$ cat src/rtl/alu_iter.sv
// alu_iter: handshaked execute unit for RV64I/RV64M (or RV32 when XLEN=32).
// One operation is in flight at a time. Single-cycle integer ops, radix-2
// shift-add multiply and restoring divide all return a registered result
// together with the tag captured at accept.
//
// Ports:
//   clk, rst            clock, synchronous active-high reset
//   flush               abort the in-flight or held operation
//   in_valid/in_ready   request handshake (in_ready only while idle)
//   in_op, in_word      operation code and 32-bit W-form select
//   in_src1, in_src2    operands
//   in_tag              opaque tag carried to out_tag
//   out_valid/out_ready result handshake; outputs hold while stalled
//   out_res, out_zero   result and (result == 0)
//   out_tag             tag captured with the request
module alu_iter #(
   parameter int XLEN  = 64,
   parameter int TAG_W = 5
) (
   input  logic             clk,
   input  logic             rst,
   input  logic             flush,
   input  logic             in_valid,
   output logic             in_ready,
   input  logic [4:0]       in_op,
   input  logic             in_word,
   input  logic [XLEN-1:0]  in_src1,
   input  logic [XLEN-1:0]  in_src2,
   input  logic [TAG_W-1:0] in_tag,
   output logic             out_valid,
   input  logic             out_ready,
   output logic [XLEN-1:0]  out_res,
   output logic             out_zero,
   output logic [TAG_W-1:0] out_tag
);

   localparam int SH_W  = $clog2(XLEN);
   localparam int CNT_W = $clog2(XLEN);

   localparam logic [4:0] OP_ADD    = 5'd0;
   localparam logic [4:0] OP_SUB    = 5'd1;
   localparam logic [4:0] OP_SLL    = 5'd2;
   localparam logic [4:0] OP_SLT    = 5'd3;
   localparam logic [4:0] OP_SLTU   = 5'd4;
   localparam logic [4:0] OP_XOR    = 5'd5;
   localparam logic [4:0] OP_SRL    = 5'd6;
   localparam logic [4:0] OP_SRA    = 5'd7;
   localparam logic [4:0] OP_OR     = 5'd8;
   localparam logic [4:0] OP_AND    = 5'd9;
   localparam logic [4:0] OP_MUL    = 5'd10;
   localparam logic [4:0] OP_MULH   = 5'd11;
   localparam logic [4:0] OP_MULHSU = 5'd12;
   localparam logic [4:0] OP_MULHU  = 5'd13;
   localparam logic [4:0] OP_DIV    = 5'd14;
   localparam logic [4:0] OP_DIVU   = 5'd15;
   localparam logic [4:0] OP_REM    = 5'd16;
   localparam logic [4:0] OP_REMU   = 5'd17;

   // Most-negative dividend, full width and sign-extended 32-bit form.
   localparam logic [XLEN-1:0] MIN_X = {1'b1, {(XLEN-1){1'b0}}};
   localparam logic [XLEN-1:0] MIN_W = {{(XLEN-31){1'b1}}, {31{1'b0}}};

   // EXEC is a decode/setup cycle between accept and the result or the
   // first iteration; it gives single-cycle ops their one-edge latency.
   typedef enum logic [2:0] {S_IDLE, S_EXEC, S_MUL, S_DIV, S_DONE} state_t;

   function automatic logic [XLEN-1:0] sext32(input logic [XLEN-1:0] v);
      logic [XLEN-1:0] r;
      r = v;
      for (int i = 32; i < XLEN; i++) r[i] = v[31];
      return r;
   endfunction

   function automatic logic [XLEN-1:0] zext32(input logic [XLEN-1:0] v);
      logic [XLEN-1:0] r;
      r = v;
      for (int i = 32; i < XLEN; i++) r[i] = 1'b0;
      return r;
   endfunction

   state_t              state_q, state_d;
   logic [4:0]          op_q, op_d;
   logic                word_q, word_d;
   logic [XLEN-1:0]     src1_q, src1_d, src2_q, src2_d;
   logic [TAG_W-1:0]    tag_q, tag_d;
   logic [XLEN-1:0]     res_q, res_d;
   logic                zero_q, zero_d;
   logic [CNT_W-1:0]    cnt_q, cnt_d;
   logic [XLEN-1:0]     mcand_q, mcand_d;
   logic [2*XLEN-1:0]   prod_q, prod_d;
   logic                mneg_q, mneg_d;
   logic [XLEN-1:0]     dsr_q, dsr_d, dvd_q, dvd_d, rem_q, rem_d;
   logic                qneg_q, qneg_d, rneg_q, rneg_d;

   // Single-cycle ALU
   logic [XLEN-1:0]     a_s, a_z, b_s, b_z, alu_raw, alu_fin;
   logic [SH_W-1:0]     shamt;
   // Multiplier setup and step
   logic                is_mul, mul_s1, mul_s2;
   logic [XLEN-1:0]     mul_a, mul_b, mul_res;
   logic [XLEN:0]       mul_sum;
   logic [2*XLEN-1:0]   prod_nx, prod_sgn;
   // Divider setup and step
   logic                is_div, div_sgn, div_rem, d1_n, d2_n, div_dz, div_ovf;
   logic [XLEN-1:0]     d1_e, d2_e, d1_mag, d2_mag, div_sp, div_res;
   logic [XLEN-1:0]     rem_nx, dvd_nx, q_fin, r_fin;
   logic [XLEN:0]       div_sh, div_df;
   logic                div_qb;
   // Result load
   logic                load_res;
   logic [XLEN-1:0]     fin_res;

   always_comb begin
      a_s   = word_q ? sext32(src1_q) : src1_q;
      a_z   = word_q ? zext32(src1_q) : src1_q;
      b_s   = word_q ? sext32(src2_q) : src2_q;
      b_z   = word_q ? zext32(src2_q) : src2_q;
      shamt = word_q ? SH_W'(src2_q[4:0]) : src2_q[SH_W-1:0];
      alu_raw = a_s + b_s;
      case (op_q)
         OP_SUB:  alu_raw = a_s - b_s;
         OP_SLL:  alu_raw = src1_q << shamt;
         OP_SLT:  alu_raw = XLEN'($signed(a_s) < $signed(b_s));
         OP_SLTU: alu_raw = XLEN'(a_z < b_z);
         OP_XOR:  alu_raw = src1_q ^ src2_q;
         // Word SRL/SRA shift the zero/sign-extended low word.
         OP_SRL:  alu_raw = a_z >> shamt;
         OP_SRA:  alu_raw = $signed(a_s) >>> shamt;
         OP_OR:   alu_raw = src1_q | src2_q;
         OP_AND:  alu_raw = src1_q & src2_q;
         default: ;
      endcase
      alu_fin = word_q ? sext32(alu_raw) : alu_raw;
   end

   always_comb begin
      is_mul = (op_q >= OP_MUL) && (op_q <= OP_MULHU);
      // Signed operands only matter for the high-half forms; word MULH*
      // degrade to a plain low-word multiply.
      mul_s1 = !word_q && ((op_q == OP_MULH) || (op_q == OP_MULHSU)) && src1_q[XLEN-1];
      mul_s2 = !word_q && (op_q == OP_MULH) && src2_q[XLEN-1];
      mul_a  = word_q ? zext32(src1_q) : (mul_s1 ? -src1_q : src1_q);
      mul_b  = word_q ? zext32(src2_q) : (mul_s2 ? -src2_q : src2_q);

      // Upper half accumulates, lower half holds the remaining multiplier bits.
      mul_sum  = {1'b0, prod_q[2*XLEN-1:XLEN]} + (prod_q[0] ? {1'b0, mcand_q} : '0);
      prod_nx  = {mul_sum, prod_q[XLEN-1:1]};
      prod_sgn = mneg_q ? -prod_nx : prod_nx;
      if (word_q)
         // After 32 steps the low-word product sits just below the midpoint.
         mul_res = sext32(prod_nx[XLEN-1:0] >> (XLEN-32));
      else if (op_q == OP_MUL)
         mul_res = prod_sgn[XLEN-1:0];
      else
         mul_res = prod_sgn[2*XLEN-1:XLEN];
   end

   always_comb begin
      is_div  = (op_q >= OP_DIV);
      div_sgn = (op_q == OP_DIV) || (op_q == OP_REM);
      div_rem = (op_q == OP_REM) || (op_q == OP_REMU);
      d1_e    = word_q ? (div_sgn ? sext32(src1_q) : zext32(src1_q)) : src1_q;
      d2_e    = word_q ? (div_sgn ? sext32(src2_q) : zext32(src2_q)) : src2_q;
      d1_n    = div_sgn && d1_e[XLEN-1];
      d2_n    = div_sgn && d2_e[XLEN-1];
      d1_mag  = d1_n ? -d1_e : d1_e;
      d2_mag  = d2_n ? -d2_e : d2_e;
      div_dz  = (d2_e == '0);
      div_ovf = div_sgn && (d2_e == '1) && (d1_e == (word_q ? MIN_W : MIN_X));
      if (div_dz)
         div_sp = div_rem ? d1_e : '1;
      else
         div_sp = div_rem ? '0 : d1_e;

      // Dividend bits leave at the top of dvd while quotient bits enter at the bottom.
      div_sh = {rem_q, dvd_q[XLEN-1]};
      div_df = div_sh - {1'b0, dsr_q};
      div_qb = !div_df[XLEN];
      rem_nx = div_qb ? div_df[XLEN-1:0] : div_sh[XLEN-1:0];
      dvd_nx = {dvd_q[XLEN-2:0], div_qb};
      q_fin  = qneg_q ? -dvd_nx : dvd_nx;
      r_fin  = rneg_q ? -rem_nx : rem_nx;
      div_res = div_rem ? r_fin : q_fin;
   end

   always_comb begin
      state_d  = state_q;
      op_d     = op_q;
      word_d   = word_q;
      src1_d   = src1_q;
      src2_d   = src2_q;
      tag_d    = tag_q;
      res_d    = res_q;
      zero_d   = zero_q;
      cnt_d    = cnt_q;
      mcand_d  = mcand_q;
      prod_d   = prod_q;
      mneg_d   = mneg_q;
      dsr_d    = dsr_q;
      dvd_d    = dvd_q;
      rem_d    = rem_q;
      qneg_d   = qneg_q;
      rneg_d   = rneg_q;
      load_res = 1'b0;
      fin_res  = '0;
      case (state_q)
         S_IDLE: begin
            if (in_valid && !flush) begin
               op_d    = (in_op > OP_REMU) ? OP_ADD : in_op;
               word_d  = (XLEN == 64) ? in_word : 1'b0;
               src1_d  = in_src1;
               src2_d  = in_src2;
               tag_d   = in_tag;
               state_d = S_EXEC;
            end
         end
         S_EXEC: begin
            cnt_d = word_q ? CNT_W'(31) : CNT_W'(XLEN-1);
            if (is_mul) begin
               mcand_d = mul_a;
               prod_d  = {{XLEN{1'b0}}, mul_b};
               mneg_d  = mul_s1 ^ mul_s2;
               state_d = S_MUL;
            end else if (is_div) begin
               if (div_dz || div_ovf) begin
                  fin_res  = word_q ? sext32(div_sp) : div_sp;
                  load_res = 1'b1;
                  state_d  = S_DONE;
               end else begin
                  dvd_d   = word_q ? (d1_mag << (XLEN-32)) : d1_mag;
                  dsr_d   = d2_mag;
                  rem_d   = '0;
                  qneg_d  = d1_n ^ d2_n;
                  rneg_d  = d1_n;
                  state_d = S_DIV;
               end
            end else begin
               fin_res  = alu_fin;
               load_res = 1'b1;
               state_d  = S_DONE;
            end
         end
         S_MUL: begin
            prod_d = prod_nx;
            if (cnt_q == '0) begin
               fin_res  = mul_res;
               load_res = 1'b1;
               state_d  = S_DONE;
            end else begin
               cnt_d = cnt_q - CNT_W'(1);
            end
         end
         S_DIV: begin
            rem_d = rem_nx;
            dvd_d = dvd_nx;
            if (cnt_q == '0) begin
               fin_res  = word_q ? sext32(div_res) : div_res;
               load_res = 1'b1;
               state_d  = S_DONE;
            end else begin
               cnt_d = cnt_q - CNT_W'(1);
            end
         end
         S_DONE: begin
            if (out_ready) state_d = S_IDLE;
         end
         default: state_d = S_IDLE;
      endcase
      if (load_res && !flush) begin
         res_d  = fin_res;
         zero_d = (fin_res == '0);
      end
      if (flush) state_d = S_IDLE;
   end

   always_ff @(posedge clk) begin
      if (rst) begin
         state_q <= S_IDLE;
         op_q    <= '0;
         word_q  <= 1'b0;
         src1_q  <= '0;
         src2_q  <= '0;
         tag_q   <= '0;
         res_q   <= '0;
         zero_q  <= 1'b0;
         cnt_q   <= '0;
         mcand_q <= '0;
         prod_q  <= '0;
         mneg_q  <= 1'b0;
         dsr_q   <= '0;
         dvd_q   <= '0;
         rem_q   <= '0;
         qneg_q  <= 1'b0;
         rneg_q  <= 1'b0;
      end else begin
         state_q <= state_d;
         op_q    <= op_d;
         word_q  <= word_d;
         src1_q  <= src1_d;
         src2_q  <= src2_d;
         tag_q   <= tag_d;
         res_q   <= res_d;
         zero_q  <= zero_d;
         cnt_q   <= cnt_d;
         mcand_q <= mcand_d;
         prod_q  <= prod_d;
         mneg_q  <= mneg_d;
         dsr_q   <= dsr_d;
         dvd_q   <= dvd_d;
         rem_q   <= rem_d;
         qneg_q  <= qneg_d;
         rneg_q  <= rneg_d;
      end
   end

   assign in_ready  = (state_q == S_IDLE);
   assign out_valid = (state_q == S_DONE);
   assign out_res   = res_q;
   assign out_zero  = zero_q;
   assign out_tag   = tag_q;

endmodule
$ cat config.mk
export PLATFORM = sky130hd
export DESIGN_NAME = alu_iter
export DESIGN_NICKNAME = d
export VERILOG_FILES = /design/src/rtl/alu_iter.sv
export SDC_FILE = /design/constraint.sdc
export NUM_CORES = 2
export LEC_CHECK = 0
export CAP_MARGIN = 10
export CELL_PAD_IN_SITES_DETAIL_PLACEMENT = 0
export CELL_PAD_IN_SITES_GLOBAL_PLACEMENT = 1
export CORE_AREA = 10 10 559 561
export DETAILED_ROUTE_END_ITERATION = 7
export DIE_AREA = 0 0 569 571
export GPL_TIMING_DRIVEN = 0
export PLACE_DENSITY_LB_ADDON = 0.1
export SYNTH_ARGS = -nofsm -noshare
export SYNTH_HDL_FRONTEND = slang
export SYNTH_SLANG_ARGS = --single-unit
$ cat constraint.sdc
create_clock -name clk -period 15 [get_ports clk]
set_input_delay 3 -clock clk [delete_from_list [all_inputs] [get_ports clk]]
set_output_delay 3 -clock clk [all_outputs]
set_load 0.02 [all_outputs]
**After elaboration in Yosys (flattened, before gate mapping)**

Index checks and enable logic that the tools add are counted.

- Word-level logic and storage cells: 172
- Output and inout port bits: 72
- Register bits after elaboration: 600
- Input bits: 144

- Reductions and logical operators: 34
- Multiplexer cells: 64
- Magnitude comparators: 6
- $add $sub $neg: 12
- Equal/unequal tests: 29
- Bitwise gates (word level): 7
- Shift operators: 3

Operator list:

| kind | number |
|---|---|
| $mux 64 | 39 |
| $pmux 64 s9 | 1 |
| $neg 64->64 | 6 |
| $mux 128 | 2 |
| $pmux 128 s2 | 1 |
| $pmux 64 s2 | 2 |
| $pmux 64 s3 | 1 |
| $logic_not 64->1 | 2 |
| $lt 64x64->1 | 2 |
| $neg 128->128 | 1 |
| $add 64x64->65 | 1 |
| $sub 65x64->65 | 1 |
| $add 64x64->64 | 1 |
| $and 64x64->64 | 1 |
| $eq 64x64->1 | 1 |
| $eq 64x64->1 const B | 1 |
| $or 64x64->64 | 1 |
| $shl 64x6->64 | 1 |
| $shr 64x6->64 | 1 |
| $sshr 64x6->64 | 1 |
| $sub 64x64->64 | 1 |
| $xor 64x64->64 | 1 |
| $mux 63 | 1 |
| $eq 5x4->1 const B | 6 |
| 32 further kinds | 79 |

**Depth between registers and ports, before layout**

- Depth in word-level cells: 13
- Depth in mapped cells: 36
- Gate-level depth less buffers: 31

**Least setup slack after synthesis**

No wires, ideal clock.

- Path type: reg2reg
- Start: register word_q
- End: register zero_q, in the netlist out_zero
- Period minus slack after synthesis: 8.368 ns
- Required time: 14.904 ns
- Data arrival time: 8.272 ns
- Slack: 6.632 ns
- Path buffers: 15
- Setup time: 0.096 ns
- Cell stages (with the launch flop): 36
- Cell sequence: dfxtp_1 -> clkbuf_1 -> clkbuf_1 -> clkbuf_1 -> buf_2 -> buf_1 -> clkbuf_1 -> buf_1 -> buf_2 -> buf_2 -> buf_2 -> buf_1 -> clkbuf_1 -> clkbuf_1 -> clkbuf_1 -> o21ai_0 -> ha_1 -> clkbuf_1 -> and4_1 -> or4b_2 -> nor3_1 -> nand3_1 -> a21oi_1 -> o311a_1 -> o21a_1 -> o21ai_0 -> nor3_1 -> or2_2 -> o21ai_0 -> and4_1 -> nor3_1 -> nor2_1 -> or4b_2 -> a2111oi_0 -> nand4_1 -> o41ai_2

- Longest elaborated chain between the ends: 10

RTL lines:

| element | RTL line | text |
|---|---|---|
| from (decl) | 83 | `logic word_q, word_d;` |
| from (signal assigned) | 298 | `word_q <= word_d;` |
| branches (longest 10 deep; another with $add 64x64->64) | - |  |
| to (signal assigned) | 303 | `zero_q <= zero_d;` |
| to (decl) | 87 | `logic zero_q, zero_d;` |

Several ways; the timed one is not identified.
A chain may end at the register's enable or synchronous reset.

**Worst setup path in the final report**

Same ends and word-level chain as after synthesis.

==> impl_metrics.tcl <==
set metrics [dict create \
    coreArea_mm2 0.302 \
    cts_sinks 600 \
    hold_viol 0 \
    p_leak_nw 32.0 \
    grt_pass1_wl_um 982000 \
    synthToLayoutAreaGrowth_pct 16.9 \
    initial_core_util 0.249 \
    fin_util 0.291 \
    yosysTopAreaCellShare 0.160 \
    io_pins 216 \
    r2r_cells 35 \
    reg2reg_from "word_q" \
    die_area_mm2 0.325 \
    num_vias 102309 \
    drv_slew 14 \
    ys_types 115 \
    synth_warnings 0 \
    synthMostInstantiatedCell "nand2_1" \
    drt_pass1_iterations 8 \
    layout-drive-gt1-share 0.0737 \
    syn_avg_cell_area_um2 6.84 \
    path_class "flip-flop to flip-flop" \
    grt-ovfl-total 0 \
    ctsLongestPathBuffers 4 \
    synth_edf_count 0 \
    post_drt_wl_per_cell_um 49.8 \
    violations "DRC, capacitance limit, slew limit, setup timing" \
    nets 11981 \
    synth_compound_area_frac 0.317 \
    critPathMaxStageDelay_ns 0.94 \
    place_congestion 1.14 \
    peakVddDrop_mv 0.0757 \
    syn-num-nets 11519 \
    hold_start "dsr_q[37]" \
    hp-class "flip-flop to flip-flop" \
    p_per_area_mw_per_mm2 70.8 \
    post-route-period-util 1.00 \
    path_max_fanout 19 \
    synth_top_cell_by_area "dfxtp_1" \
    row_count 202 \
    synth_adder_area_share 0.0669 \
    critical-path-slowest-cell "o211ai_1" \
    cts_root_buffer "clkbuf_16" \
    fin_cells 15566 \
    r2r_end "out_zero" \
    yosys.area_share.simple 0.254 \
    grt_antenna_before_repair 135 \
    postCtsSetupBuffers 0 \
    cp-startpoint "word_q" \
    synth_top_family_by_area "compound AO/OA/AOI/OAI gates" \
    synthArstFlopShare 0 \
    rsz0062_at_grt "no" \
    tightest_slew_ns 1.67 \
    worstHoldEndpoint "dsr_q[37]" \
    fin_crit_ns 15.00 \
    h-tree-depth 3 \
    outcome "complete, but fails checks" \
    synthMuxAreaShare 0.0728 \
    clkLatencyLatePin_ns 0.89 \
    yosys-top-cells-area "dfxtp_1 16%, a21oi_1 6.9%, nand2_1 6.9%" \
    synth_ff_type "dfxtp_1" \
    setup_viol 1 \
    synth-xor-area-share 0.0589 \
    post_dp_cell_area_mm2 0.0844 \
    max_freq_mhz 66.6 \
    grt_pass1_vias 93802 \
    fin_worst_skew_ns 0.0725 \
    ys_seq_area_frac 0.160 \
    finalInstanceArea_mm2 0.0877 \
    hold_path_depth 2 \
    drtAntennaViolNets 0 \
    required_ns 15.78 \
    timing.critical_path.to_type "flip-flop" \
    drc_errors 9 \
    arrival_ns 15.79 \
    fillCellCount 33903 \
    vias_per_cell 6.57 \
    layout_setup_ws_ns -0.00446 \
    dp_hpwl_um 651000 \
    crit_top_cell "clkbuf_2" \
    synth_cells 10980 \
    cap_violations 2 \
    ys_seq_elements 600 \
    routed_wl_um 775000 \
    grt_max_degree 20 \
    dpl.cell_count 15318 \
    clk_pin_slew_ns 0.06 \
    post-place-ws_ns -1.99 \
    die_w_um 569 \
    cts_buffers 87 \
    synth_area_mm2 0.0751 \
    start_kind "flip-flop" \
    synth.top_cells.by_count "1385 x nand2_1, 1193 x nor2_1, 1041 x a21oi_1, 736 x clkbuf_1, 652 x o21ai_0" \
    drtIter0Drc 14920 \
    gr-usage-all-layers 0.453 \
    cts_tree "built" \
    die_y_um 571 \
    io_buffers 214 \
    seqCellArea_mm2 0.0120 \
    ff2ff_setup_slack_ns -0.004 \
    maxSlewHeadroom -0.114 \
    multi_input_area_mm2 0.0582 \
]
[per-layer routing]
metal / up-vias / track usage / part of all wire
met2: 7541 / 0.682 / 0.42
met5: - / 0.000290 / 0.00014
li1: 41503 / - / -
met4: 18 / 0.420 / 0.12
met3: 2157 / 0.135 / 0.098
met1: 51090 / 0.512 / 0.37
[worst max-delay path: cells and delay by family, from the launching register on]
kind            cells  cell delay, ns
buf+inv            15            8.08
simple gates        9            2.73
fa+ha+maj           1            0.17
compound gates     10            3.43
flops               1            0.30
[repair_timing]
item / 4_1_cts / 5_1_grt
pin swaps: 1 / 1
hold buffers: 0 / 0
gates resized for setup: 6 / 3
endpoints found under the setup margin: 27 / 1
[logic make-up (layout without fill, tap and decap cells)]
| kind of cell | after synthesis | in the layout |
|---|---|---|
| multiplexers | 362 | 362 |
| buffers and inverters | 1351 | 1874 |
| XOR/XNOR | 505 | 505 |
| other | 0 | 85 |
| adder cells (fa/ha/maj) | 400 | 400 |
| flip-flops | 600 | 600 |
| AND/OR/NAND/NOR | 4127 | 4127 |
| AO/OA/AOI/OAI | 3635 | 3635 |
[worst max-delay path by stage]
stage / end / slack, ns / cells after the start
final: out_zero / -0.004 / 35
after global routing: out_zero / 0.34 / 29
after CTS: out_zero / 0.02 / 29
after detailed placement: out_zero / -1.99 / 37
after global placement: out_zero / -5.90 / 36
after floorplan: out_zero / 6.63 / 35
[metrics by stage]
stage               setup TNS, ns  power, mW  hold WS (ns)
floorplan                       0       2.62         0.432
finish                   -0.00446       6.21         0.455
CTS                             0       6.05         0.457
global route                    0       6.21         0.475
global placement          -127.23       3.85         0.446
detailed placement         -18.47       3.89         0.450
[area by class of cell]
cell class / instances / area share
repair buffers: 377 / 0.0477
inverters: 396 / 0.0169
diodes: 85 / 0.00243
clock inverters: 30 / 0.00431
plain buffers: 951 / 0.0436
clock buffers: 120 / 0.0282
flip-flops and latches: 600 / 0.137
well taps: 3978 / 0.0567
multi-input cells: 9029 / 0.663
[power breakdown]
part	internal [mW]	leakage (nW)	total [mW]	switching (mW)
registers	1.62	4.85	1.69	0.0790
clock network	1.25	1.38	2.18	0.928
logic	0.547	25.8	2.33	1.78
[flip-flops by register name (all words and copies together) (netlist names)]
| signal | count |
|---|---|
| prod_q | 128 |
| dsr_q | 64 |
| dvd_q | 64 |
| mcand_q | 64 |
| out_res | 64 |
| rem_q | 64 |
| src1_q | 64 |
| src2_q | 64 |
| cnt_q | 6 |
| op_q | 5 |
| out_tag | 5 |
| state_q | 3 |
| mneg_q | 1 |
| out_zero | 1 |
| qneg_q | 1 |
| rneg_q | 1 |
| word_q | 1 |
[cell usage in the layout, fill, tap and decap left out, types with 119 or more instances in the layout]
| master | instances |
|---|---|
| nand3_1 | 276 |
| nor2_1 | 1189 |
| buf_2 | 119 |
| a21o_1 | 132 |
| mux4_2 | 142 |
| mux2i_1 | 165 |
| o211ai_1 | 187 |
| nand4_1 | 139 |
| clkbuf_1 | 701 |
| or3_1 | 143 |
| ha_1 | 391 |
| xnor2_1 | 388 |
| inv_1 | 379 |
| dfxtp_1 | 599 |
| nor3_1 | 266 |
| clkdlybuf4s50_1 | 214 |
| and2_1 | 130 |
| o21ai_0 | 637 |
| a31oi_1 | 205 |
| nor4_1 | 120 |
| a211oi_1 | 240 |
| a22oi_1 | 160 |
| nand2_1 | 1385 |
| a21oi_1 | 1037 |
(Power assumes the default switching activity.)
